$ cat src/rtl/keypad_event_controller_if.sv
// Key event handshake between the keypad controller and its consumer.
// master drives key_valid/key_code; slave returns key_ready.
interface keypad_event_controller_if;
    logic       key_valid;
    logic [3:0] key_code;
    logic       key_ready;

    modport master (output key_valid, output key_code, input key_ready);
    modport slave  (input key_valid, input key_code, output key_ready);
endinterface

$ cat src/rtl/keypad_event_controller.sv
// Keypad event sequencer: debounces scanner strobes, detects release, buffers presses in a FIFO.
// Define KEYPAD_AUTOREPEAT_EN to add auto-repeat pushes while a key stays held.
//
// state    | meaning
// IDLE     | waiting for a scanner strobe
// DEBOUNCE | candidate code latched, counting held cycles
// PRESSED  | press accepted, key still down
// RELEASE  | key up, counting not-held cycles before accepting release
module keypad_event_controller #(
    parameter int DEBOUNCE_CYCLES = 4,
    parameter int RELEASE_CYCLES  = 4,
    parameter int FIFO_DEPTH      = 4,
    parameter int REPEAT_DELAY    = 64,
    parameter int REPEAT_RATE     = 16
) (
    input  logic                          clock,
    input  logic                          reset,
    input  logic                          scan_valid,
    input  logic [3:0]                    scan_code,
    input  logic                          key_held,
    keypad_event_controller_if.master     key_bus,
    output logic                          key_down,
    output logic [$clog2(FIFO_DEPTH):0]   fifo_count,
    output logic                          overflow,
    input  logic                          clr_overflow
);
    localparam int AW      = $clog2(FIFO_DEPTH);
    localparam int AW1     = AW + 1;
    localparam int TMR_MAX = (DEBOUNCE_CYCLES > RELEASE_CYCLES) ? DEBOUNCE_CYCLES : RELEASE_CYCLES;
    localparam int TW      = $clog2(TMR_MAX + 1);
    localparam logic [TW-1:0]  DB_LOAD = TW'(DEBOUNCE_CYCLES - 1);
    localparam logic [TW-1:0]  RL_LOAD = TW'(RELEASE_CYCLES - 1);
    localparam logic [AW1-1:0] DEPTH_V = AW1'(FIFO_DEPTH);

    if (DEBOUNCE_CYCLES < 1 || RELEASE_CYCLES < 1 || REPEAT_DELAY < 1 || REPEAT_RATE < 1 ||
        FIFO_DEPTH < 2 || (FIFO_DEPTH & (FIFO_DEPTH - 1)) != 0) begin : g_param_check
        $error("keypad_event_controller: illegal parameter set");
    end

    typedef enum logic [1:0] {S_IDLE, S_DEBOUNCE, S_PRESSED, S_RELEASE} state_t;

    state_t        state_q, state_d;
    logic [3:0]    cand_q, cand_d;
    logic [TW-1:0] tmr_q, tmr_d;
    logic          push_press, push_rep;

    // One down-counter serves both debounce and release; the states never overlap.
    always_comb begin
        state_d    = state_q;
        cand_d     = cand_q;
        tmr_d      = tmr_q;
        push_press = 1'b0;
        case (state_q)
            S_IDLE: begin
                if (scan_valid) begin
                    cand_d  = scan_code;
                    tmr_d   = DB_LOAD;
                    state_d = S_DEBOUNCE;
                end
            end
            S_DEBOUNCE: begin
                if (!key_held) begin
                    state_d = S_IDLE;
                end else if (scan_valid && scan_code != cand_q) begin
                    cand_d = scan_code;
                    tmr_d  = DB_LOAD;
                end else if (tmr_q == '0) begin
                    push_press = 1'b1;
                    state_d    = S_PRESSED;
                end else begin
                    tmr_d = tmr_q - 1'b1;
                end
            end
            S_PRESSED: begin
                if (!key_held) begin
                    tmr_d   = RL_LOAD;
                    state_d = S_RELEASE;
                end
            end
            S_RELEASE: begin
                if (key_held) begin
                    state_d = S_PRESSED;
                end else if (tmr_q == '0) begin
                    state_d = S_IDLE;
                end else begin
                    tmr_d = tmr_q - 1'b1;
                end
            end
            default: state_d = S_IDLE;
        endcase
    end

`ifdef KEYPAD_AUTOREPEAT_EN
    localparam int RP_MAX = (REPEAT_DELAY > REPEAT_RATE) ? REPEAT_DELAY : REPEAT_RATE;
    localparam int RW     = $clog2(RP_MAX + 1);
    localparam logic [RW-1:0] RP_DELAY_LOAD = RW'(REPEAT_DELAY - 1);
    localparam logic [RW-1:0] RP_RATE_LOAD  = RW'(REPEAT_RATE - 1);

    logic [RW-1:0] rep_q, rep_d;

    // Holds its value through RELEASE so a bounced release resumes the repeat timing.
    always_comb begin
        rep_d    = rep_q;
        push_rep = 1'b0;
        if (push_press) begin
            rep_d = RP_DELAY_LOAD;
        end else if (state_q == S_PRESSED && key_held) begin
            if (rep_q == '0) begin
                push_rep = 1'b1;
                rep_d    = RP_RATE_LOAD;
            end else begin
                rep_d = rep_q - 1'b1;
            end
        end
    end

    always_ff @(posedge clock or posedge reset) begin
        if (reset) rep_q <= '0;
        else       rep_q <= rep_d;
    end
`else
    assign push_rep = 1'b0;
`endif

    logic [3:0]     mem [FIFO_DEPTH];
    logic [AW1-1:0] wr_q, rd_q, wr_d, rd_d;
    logic [3:0]     head_q, head_d;
    logic           valid, push_req, push_ok, pop, full, drop;

    assign valid      = (wr_q != rd_q);
    assign fifo_count = wr_q - rd_q;
    assign full       = (fifo_count == DEPTH_V);
    assign pop        = valid & key_bus.key_ready;
    assign push_req   = push_press | push_rep;
    assign push_ok    = push_req & (~full | pop);
    assign drop       = push_req & full & ~pop;
    assign wr_d       = wr_q + {{AW{1'b0}}, push_ok};
    assign rd_d       = rd_q + {{AW{1'b0}}, pop};

    // Next head bypasses the memory when it is the entry being written this cycle.
    always_comb begin
        head_d = 4'h0;
        if (wr_d != rd_d) begin
            if (push_ok && rd_d == wr_q) head_d = cand_q;
            else                         head_d = mem[rd_d[AW-1:0]];
        end
    end

    always_ff @(posedge clock) begin
        if (push_ok) mem[wr_q[AW-1:0]] <= cand_q;
    end

    always_ff @(posedge clock or posedge reset) begin
        if (reset) begin
            state_q  <= S_IDLE;
            cand_q   <= 4'h0;
            tmr_q    <= '0;
            wr_q     <= '0;
            rd_q     <= '0;
            head_q   <= 4'h0;
            overflow <= 1'b0;
        end else begin
            state_q <= state_d;
            cand_q  <= cand_d;
            tmr_q   <= tmr_d;
            wr_q    <= wr_d;
            rd_q    <= rd_d;
            head_q  <= head_d;
            if (drop)              overflow <= 1'b1;
            else if (clr_overflow) overflow <= 1'b0;
        end
    end

    assign key_down          = (state_q == S_PRESSED) || (state_q == S_RELEASE);
    assign key_bus.key_valid = valid;
    assign key_bus.key_code  = head_q;
endmodule
$ cat src/flat_wrapper.sv
// flat-port wrapper written by rule: the top's interface ports become plain ports
module keypad_event_controller_flat 
#(
    parameter int DEBOUNCE_CYCLES = 4,
    parameter int RELEASE_CYCLES  = 4,
    parameter int FIFO_DEPTH      = 4,
    parameter int REPEAT_DELAY    = 64,
    parameter int REPEAT_RATE     = 16
)
  (clock, reset, scan_valid, scan_code, key_held, key_down, fifo_count, overflow, clr_overflow, key_bus_key_valid, key_bus_key_code, key_bus_key_ready);
  keypad_event_controller_if key_bus_i ();
  input  logic clock;
  input  logic reset;
  input  logic scan_valid;
  input  logic [3:0] scan_code;
  input  logic key_held;
  output logic key_down;
  output logic [$clog2(FIFO_DEPTH):0] fifo_count;
  output logic overflow;
  input  logic clr_overflow;
  output wire logic [$bits(key_bus_i.key_valid)-1:0] key_bus_key_valid;
  output wire logic [$bits(key_bus_i.key_code)-1:0] key_bus_key_code;
  input wire logic [$bits(key_bus_i.key_ready)-1:0] key_bus_key_ready;
  assign key_bus_key_valid = key_bus_i.key_valid;
  assign key_bus_key_code = key_bus_i.key_code;
  assign key_bus_i.key_ready = key_bus_key_ready;
  keypad_event_controller #(.DEBOUNCE_CYCLES(DEBOUNCE_CYCLES), .RELEASE_CYCLES(RELEASE_CYCLES), .FIFO_DEPTH(FIFO_DEPTH), .REPEAT_DELAY(REPEAT_DELAY), .REPEAT_RATE(REPEAT_RATE)) u_core (.clock(clock), .reset(reset), .scan_valid(scan_valid), .scan_code(scan_code), .key_held(key_held), .key_bus(key_bus_i), .key_down(key_down), .fifo_count(fifo_count), .overflow(overflow), .clr_overflow(clr_overflow));
endmodule
$ cat config.mk
export PLATFORM = sky130hd
export DESIGN_NAME = keypad_event_controller_flat
export DESIGN_NICKNAME = d
export VERILOG_FILES = /design/src/rtl/keypad_event_controller_if.sv /design/src/rtl/keypad_event_controller.sv /design/src/flat_wrapper.sv
export SDC_FILE = /design/constraint.sdc
export NUM_CORES = 1
export LEC_CHECK = 0
export BUFFER_PORTS_ARGS = -buffer_cell sky130_fd_sc_hd__buf_2
export CELL_PAD_IN_SITES_DETAIL_PLACEMENT = 1
export CELL_PAD_IN_SITES_GLOBAL_PLACEMENT = 2
export CORE_AREA = 5 5 81 75
export DETAILED_ROUTE_END_ITERATION = 8
export DIE_AREA = 0 0 86 80
export HOLD_SLACK_MARGIN = 0.02
export PLACE_DENSITY = 0.78
export SYNTH_ARGS = -nofsm -noshare
export SYNTH_HDL_FRONTEND = slang
export SYNTH_SLANG_ARGS = --single-unit
$ cat constraint.sdc
create_clock -name clock -period 3.1 [get_ports clock]
set_input_delay 0.31 -clock clock [delete_from_list [all_inputs] [get_ports clock]]
set_output_delay 0.31 -clock clock [all_outputs]
set_load 0.05 [all_outputs]
## Word-level counts from Yosys, hierarchy flattened

Memory sizes are Yosys's and may differ from the RTL's.
Cells that the tools add are included.
Widths: inputs -> output; s select.

| storage, ports and cells | value |
|---|---|
| register bits | 20 |
| RAM bits | 16 |
| input bits | 10 |
| memories | 1 |

Memories:

| name | depth | bits a word | read ports | clocked after memory_dff | write ports | line | text |
|---|---|---|---|---|---|---|---|
| u_core.mem | 4 | 4 | 1 | 0 | 1 | keypad_event_controller.sv:125 | `logic [3:0] mem [FIFO_DEPTH];` |

| cells by class | value |
|---|---|
| $add $sub $neg | 4 |
| eq/ne operators | 16 |
| mux-type cells | 29 |
| bitwise operators | 7 |
| reductions and logical operators | 10 |

Operator list:

| operator | count |
|---|---|
| $mux 4 | 5 |
| $mux 3 | 6 |
| $mux 2 | 7 |
| $pmux 3 s4 | 1 |
| $mux 1 | 8 |
| $ne 2x2->1 const B | 4 |
| $pmux 2 s4 | 1 |
| $pmux 4 s2 | 1 |
| $reduce_and 4->1 | 2 |
| $add 3x1->3 | 2 |
| $ne 3x2->1 const B | 2 |
| $ne 3x3->1 | 2 |
| $reduce_and 5->1 | 1 |
| $and 1x1->1 | 4 |
| $eq 2x2->1 const B | 2 |
| $ne 4x4->1 | 1 |
| $reduce_bool 2->1 | 2 |
| $eq 3x3->1 | 1 |
| $eq 3x3->1 const B | 1 |
| $logic_not 3->1 | 1 |
| $ne 3x3->1 const B | 1 |
| $sub 3x1->3 const B | 1 |
| $sub 3x3->3 | 1 |
| $eq 2x1->1 const B | 1 |
| other kinds (6) | 8 |

## Longest topological paths before layout

| logic depth | value |
|---|---|
| word-level depth | 9 |
| depth in mapped cells | 13 |
| mapped depth without buffers | 13 |

## Worst setup path before layout

Ideal clock, no wire load.

| timing | value |
|---|---|
| path type | register to register |
| start | register u_core.wr_q[0] |
| end | register u_core.head_q[0], in the netlist u_core.key_bus.key_code[0] |
| setup time | 0.077 ns |
| arrival | 3.065 ns |
| required time | 3.023 ns |
| setup slack | -0.042 ns |
| stages on the path, launching flop included | 13 |
| clock period less this slack | 3.142 ns |
| cells stage by stage | dfrtp_1 > inv_1 > ha_1 > nand3_1 > and2_1 > ha_1 > ha_1 > buf_1 > xor2_1 > nor2_1 > nand4_2 > or3b_1 > a21oi_1 |

RTL lines:

| item | line | text |
|---|---|---|
| start, declared | keypad_event_controller.sv:126 | `logic [AW1-1:0] wr_q, rd_q, wr_d, rd_d;` |
| start signal, assigned | keypad_event_controller.sv:166 | `wr_q <= wr_d;` |
| $ne 3x3->1 (*) | keypad_event_controller.sv:130 | `assign valid = (wr_q != rd_q);` |
| via key_bus_key_valid | flat_wrapper.sv:21 | `output wire logic [$bits(key_bus_i.key_valid)-1:0] key_bus_key_valid;` |
| $and 1x1->1 (*) | keypad_event_controller.sv:133 | `assign pop = valid & key_bus.key_ready;` |
| $add 3x1->3 (*) | keypad_event_controller.sv:138 | `assign rd_d = rd_q + {{AW{1'b0}}, pop};` |
| via u_core.rd_d[1] | keypad_event_controller.sv:126 |  |
| branches (longest 3 deep; another with $mem_v2 4x4) | - |  |
| $mux 4 (*) | keypad_event_controller.sv:143 | `if (wr_d != rd_d) begin` |
| via u_core.head_d[0] | keypad_event_controller.sv:127 | `logic [3:0] head_q, head_d;` |
| end signal, assigned | keypad_event_controller.sv:160 | `head_q <= 4'h0;` |
| end signal, assigned | keypad_event_controller.sv:168 | `head_q <= head_d;` |
| end, declared | keypad_event_controller.sv:127 |  |

Mark *: on every way through the listed nets, which the timed path passes.
A chain may end at the register's enable or synchronous reset.

## Worst setup path after layout

| timing | value |
|---|---|
| start | register u_core.wr_q[0] |
| end | register u_core.head_q[0], in the netlist u_core.key_bus.key_code[0] |

| between the ends | value |
|---|---|
| word-level cells in the longest chain between the ends | 8 |

Ends and longest elaborated chain:

| item | line | text |
|---|---|---|
| $sub 3x3->3 | keypad_event_controller.sv:131 | `assign fifo_count = wr_q - rd_q;` |
| $eq 3x3->1 | keypad_event_controller.sv:132 | `assign full = (fifo_count == DEPTH_V);` |
| $not 1->1 | keypad_event_controller.sv:135 | `assign push_ok = push_req & (~full \| pop);` |
| $or 1x1->1 | keypad_event_controller.sv:135 |  |
| $and 1x1->1 | keypad_event_controller.sv:135 |  |
| $add 3x1->3 (*) | keypad_event_controller.sv:137 | `assign wr_d = wr_q + {{AW{1'b0}}, push_ok};` |
| via u_core.wr_d[2] | keypad_event_controller.sv:126 |  |
| $ne 3x3->1 (*) | keypad_event_controller.sv:143 |  |
| $mux 4 (*) | keypad_event_controller.sv:143 |  |
| via u_core.head_d[0] | keypad_event_controller.sv:127 |  |

The timed path passes the listed nets; every way through them passes the cells marked *.

==> reports/qor.csv <==
metric;value;unit
clk_latency;0.29;ns
firstDrtPassIters;4;
rr_worst_depth;13;
synth.distinct_cells;34;
netlist_area;0.00179;mm^2
r2r_end;u_core.key_bus.key_code[0];
fp.dieH;80;um
die_w;86;um
crit_family;adder cells;
pin_count;20;
final_nets;192;
dp_cells;230;
worstSetupStartpointType;flip-flop;
core-area;0.00516;mm^2
leakagePower;0.942;nW
synth_seq_cells;36;
crit-reg2reg-launch;u_core.wr_q[0];
synth-main-ff-cell;dfrtp_1;
hold_class;input pin to asynchronous set/reset pin;
skew;0.00389;ns
tns;0;ns
cts_sinks;36;
drt_iter0_drc;29;
cts_tree;built;
crit_fanout;4;
ctsHoldBuffers;0;
fp-row-count;25;
critical_path_buf_inv_count;2;
setup_viol;0;
cts_inserted_buffers;5;
yosys_warnings;0;
hold_ws;0.167;ns
powerDensity;1130;mW/mm^2
nFillCells;558;
netlist_instances;138;
seqCellArea;981;um^2
grt_pass1_vias;1307;
cts_max_level;2;
crit_top_cell;ha_1;
avgSynthCellArea;13.0;um^2
grt_pass1_wl;6.32;mm
worst_path_largest_cell_delay;0.41;ns
start_util;34.7;%
design_area;0.00219;mm^2
dpl_cell_area;0.00203;mm^2
synth_edf_count;16;
ys_async_sr_fraction;55.6;%
peakVddDrop;0.000671;V
grt_util_all_layers;12.0;%
path_class;flip-flop to flip-flop;
cts.reportedPaths.clkPinSlew;0.07;ns
worst_pin_slew;0.810;ns
worst_setup_path_end_kind;flip-flop;
worst_ep_required_time;3.26;ns
vias_per_cell;4.76;
port-buffer-count;19;
drive_gt1_share;32.8;%
critPathSlowestCell;or3_4;
path_cells;inv_1, ha_1, fa_2, or3_4, a211oi_4, or3_4, inv_1, ha_1, ha_1, xor2_2, xnor2_1, and3_4, a21oi_1;
drv_slew;0;
die_area;0.00688;mm^2
mostFrequentLayoutCells;20 x dfrtp_1, 19 x buf_2, 16 x edfxtp_1;
rrSetupSlack;0.1;ns
finalHoldViolCount;0;
vias;1148;
status;complete, no violations;
ant_nets;0;
n_antenna_cell;0;
drt_wl_total;3.76;mm
multi_input_area;779;um^2
layout_min_cycle_time;3.00;ns
clockBufferDepth;2;
finalCritPeriodShare;96.9;%
dp_slack;-0.0432;ns
final_common_cell;dfrtp_1;
slew_headroom;46.0;%
cts_root_buffer;clkbuf_8;
routabilityCongestion;0.755;
clock.fmax;333;MHz
place.detailed.hpwl;2.85;mm
grt_max_degree;21;
crit_arrival;3.16;ns
overflow;0;
instances_no_fill;241;
layout_setup_ws;0.0973;ns
maxCapViolations;0;
drc;0;
synth_nets;157;
wl_per_cell;15.6;um
synth-seq-area-share;54.7;%
area_delta_synth_final;22.0;%
antenna_found_initial;0;
what timing repair did:
item,4_1_cts,5_1_grt
endpoints found under the setup margin,4,4
resized for setup,3,1
pin swaps,0,4
setup buffers,0,3
worst max-delay path by stage:
stage,from,to,cells past startpoint
floorplan,u_core.wr_q[0],u_core.key_bus.key_code[0],13
global route,u_core.wr_q[0],u_core.key_bus.key_code[0],13
CTS,u_core.wr_q[0],u_core.key_bus.key_code[0],13
finish,u_core.wr_q[0],u_core.key_bus.key_code[0],13
detailed placement,u_core.wr_q[0],u_core.key_bus.key_code[0],13
global placement,u_core.rd_q[0],u_core.key_bus.key_code[0],12
metrics by stage:
step / util (%) / power (W)
after floorplan: - / 0.00173
after global placement: 39.4 / 0.00201
after detailed placement: 39.4 / 0.00206
after CTS: 41.8 / 0.00250
after global routing: 42.4 / 0.00265
final: 42.4 / 0.00248
cells by family (layout without fill, tap and decap cells):
family	count (synthesis)	count (layout)	share of synthesized area (%)
buf+inv	15	51	3.14
compound gates	20	20	8.38
flops	36	36	54.7
mux	10	10	8.66
xor+xnor	15	15	7.75
simple gates	33	33	10.6
fa+ha+maj	9	9	6.70
synthesized netlist by cell type, drive strengths merged (2+ instances only):
library cell	number	area [um^2]
or3b	4	35.0
nor3	4	20.0
a21oi	9	45.0
nand2b	2	12.5
o41ai	2	36.3
clkbuf	2	7.51
ha	8	100
nor2	7	26.3
xor2	9	78.8
o21ai	5	25.0
or3	3	23.8
mux4	4	90.1
edfxtp	16	480
nand3	2	10.0
nand2	6	22.5
mux2	4	45.0
inv	12	45.0
dfrtp	20	500
mux2i	2	20.0
xnor2	6	60.1
routing by layer:
metal | track usage (%) | vias up | wire length (um)
met1 | 15.4 | 565 | 1740
li1 | - | 554 | -
met5 | 0 | - | 0
met4 | 4.27 | 0 | 49
met2 | 19.2 | 22 | 1810
met3 | 3.30 | 7 | 159
state kept, by name, summed over array words and instances, names as in the netlist, named ones only:
name,count
u_core.state_q,1
u_core.overflow,1
u_core.tmr_q,3
u_core.rd_q,3
u_core.wr_q,3
u_core.key_bus.key_code,4
u_core.mem,16
u_core.cand_q,4
layout make-up:
class / instances / share of cell area [%]
well taps: 67 / 3.84
repair buffers: 31 / 8.47
clock buffers: 5 / 3.15
inverters: 12 / 2.06
flip-flops and latches: 36 / 44.9
clock inverters: 3 / 1.95
multi-input cells: 87 / 35.7
report_power, final:
part           total, W  switching, W  internal, W  leakage [nW]
clock          0.000411      0.000173     0.000238        0.0541
combinational   0.00130      0.000812     0.000485         0.500
sequential     0.000772      0.000120     0.000651         0.388
Power figures use the tool's default switching activity.
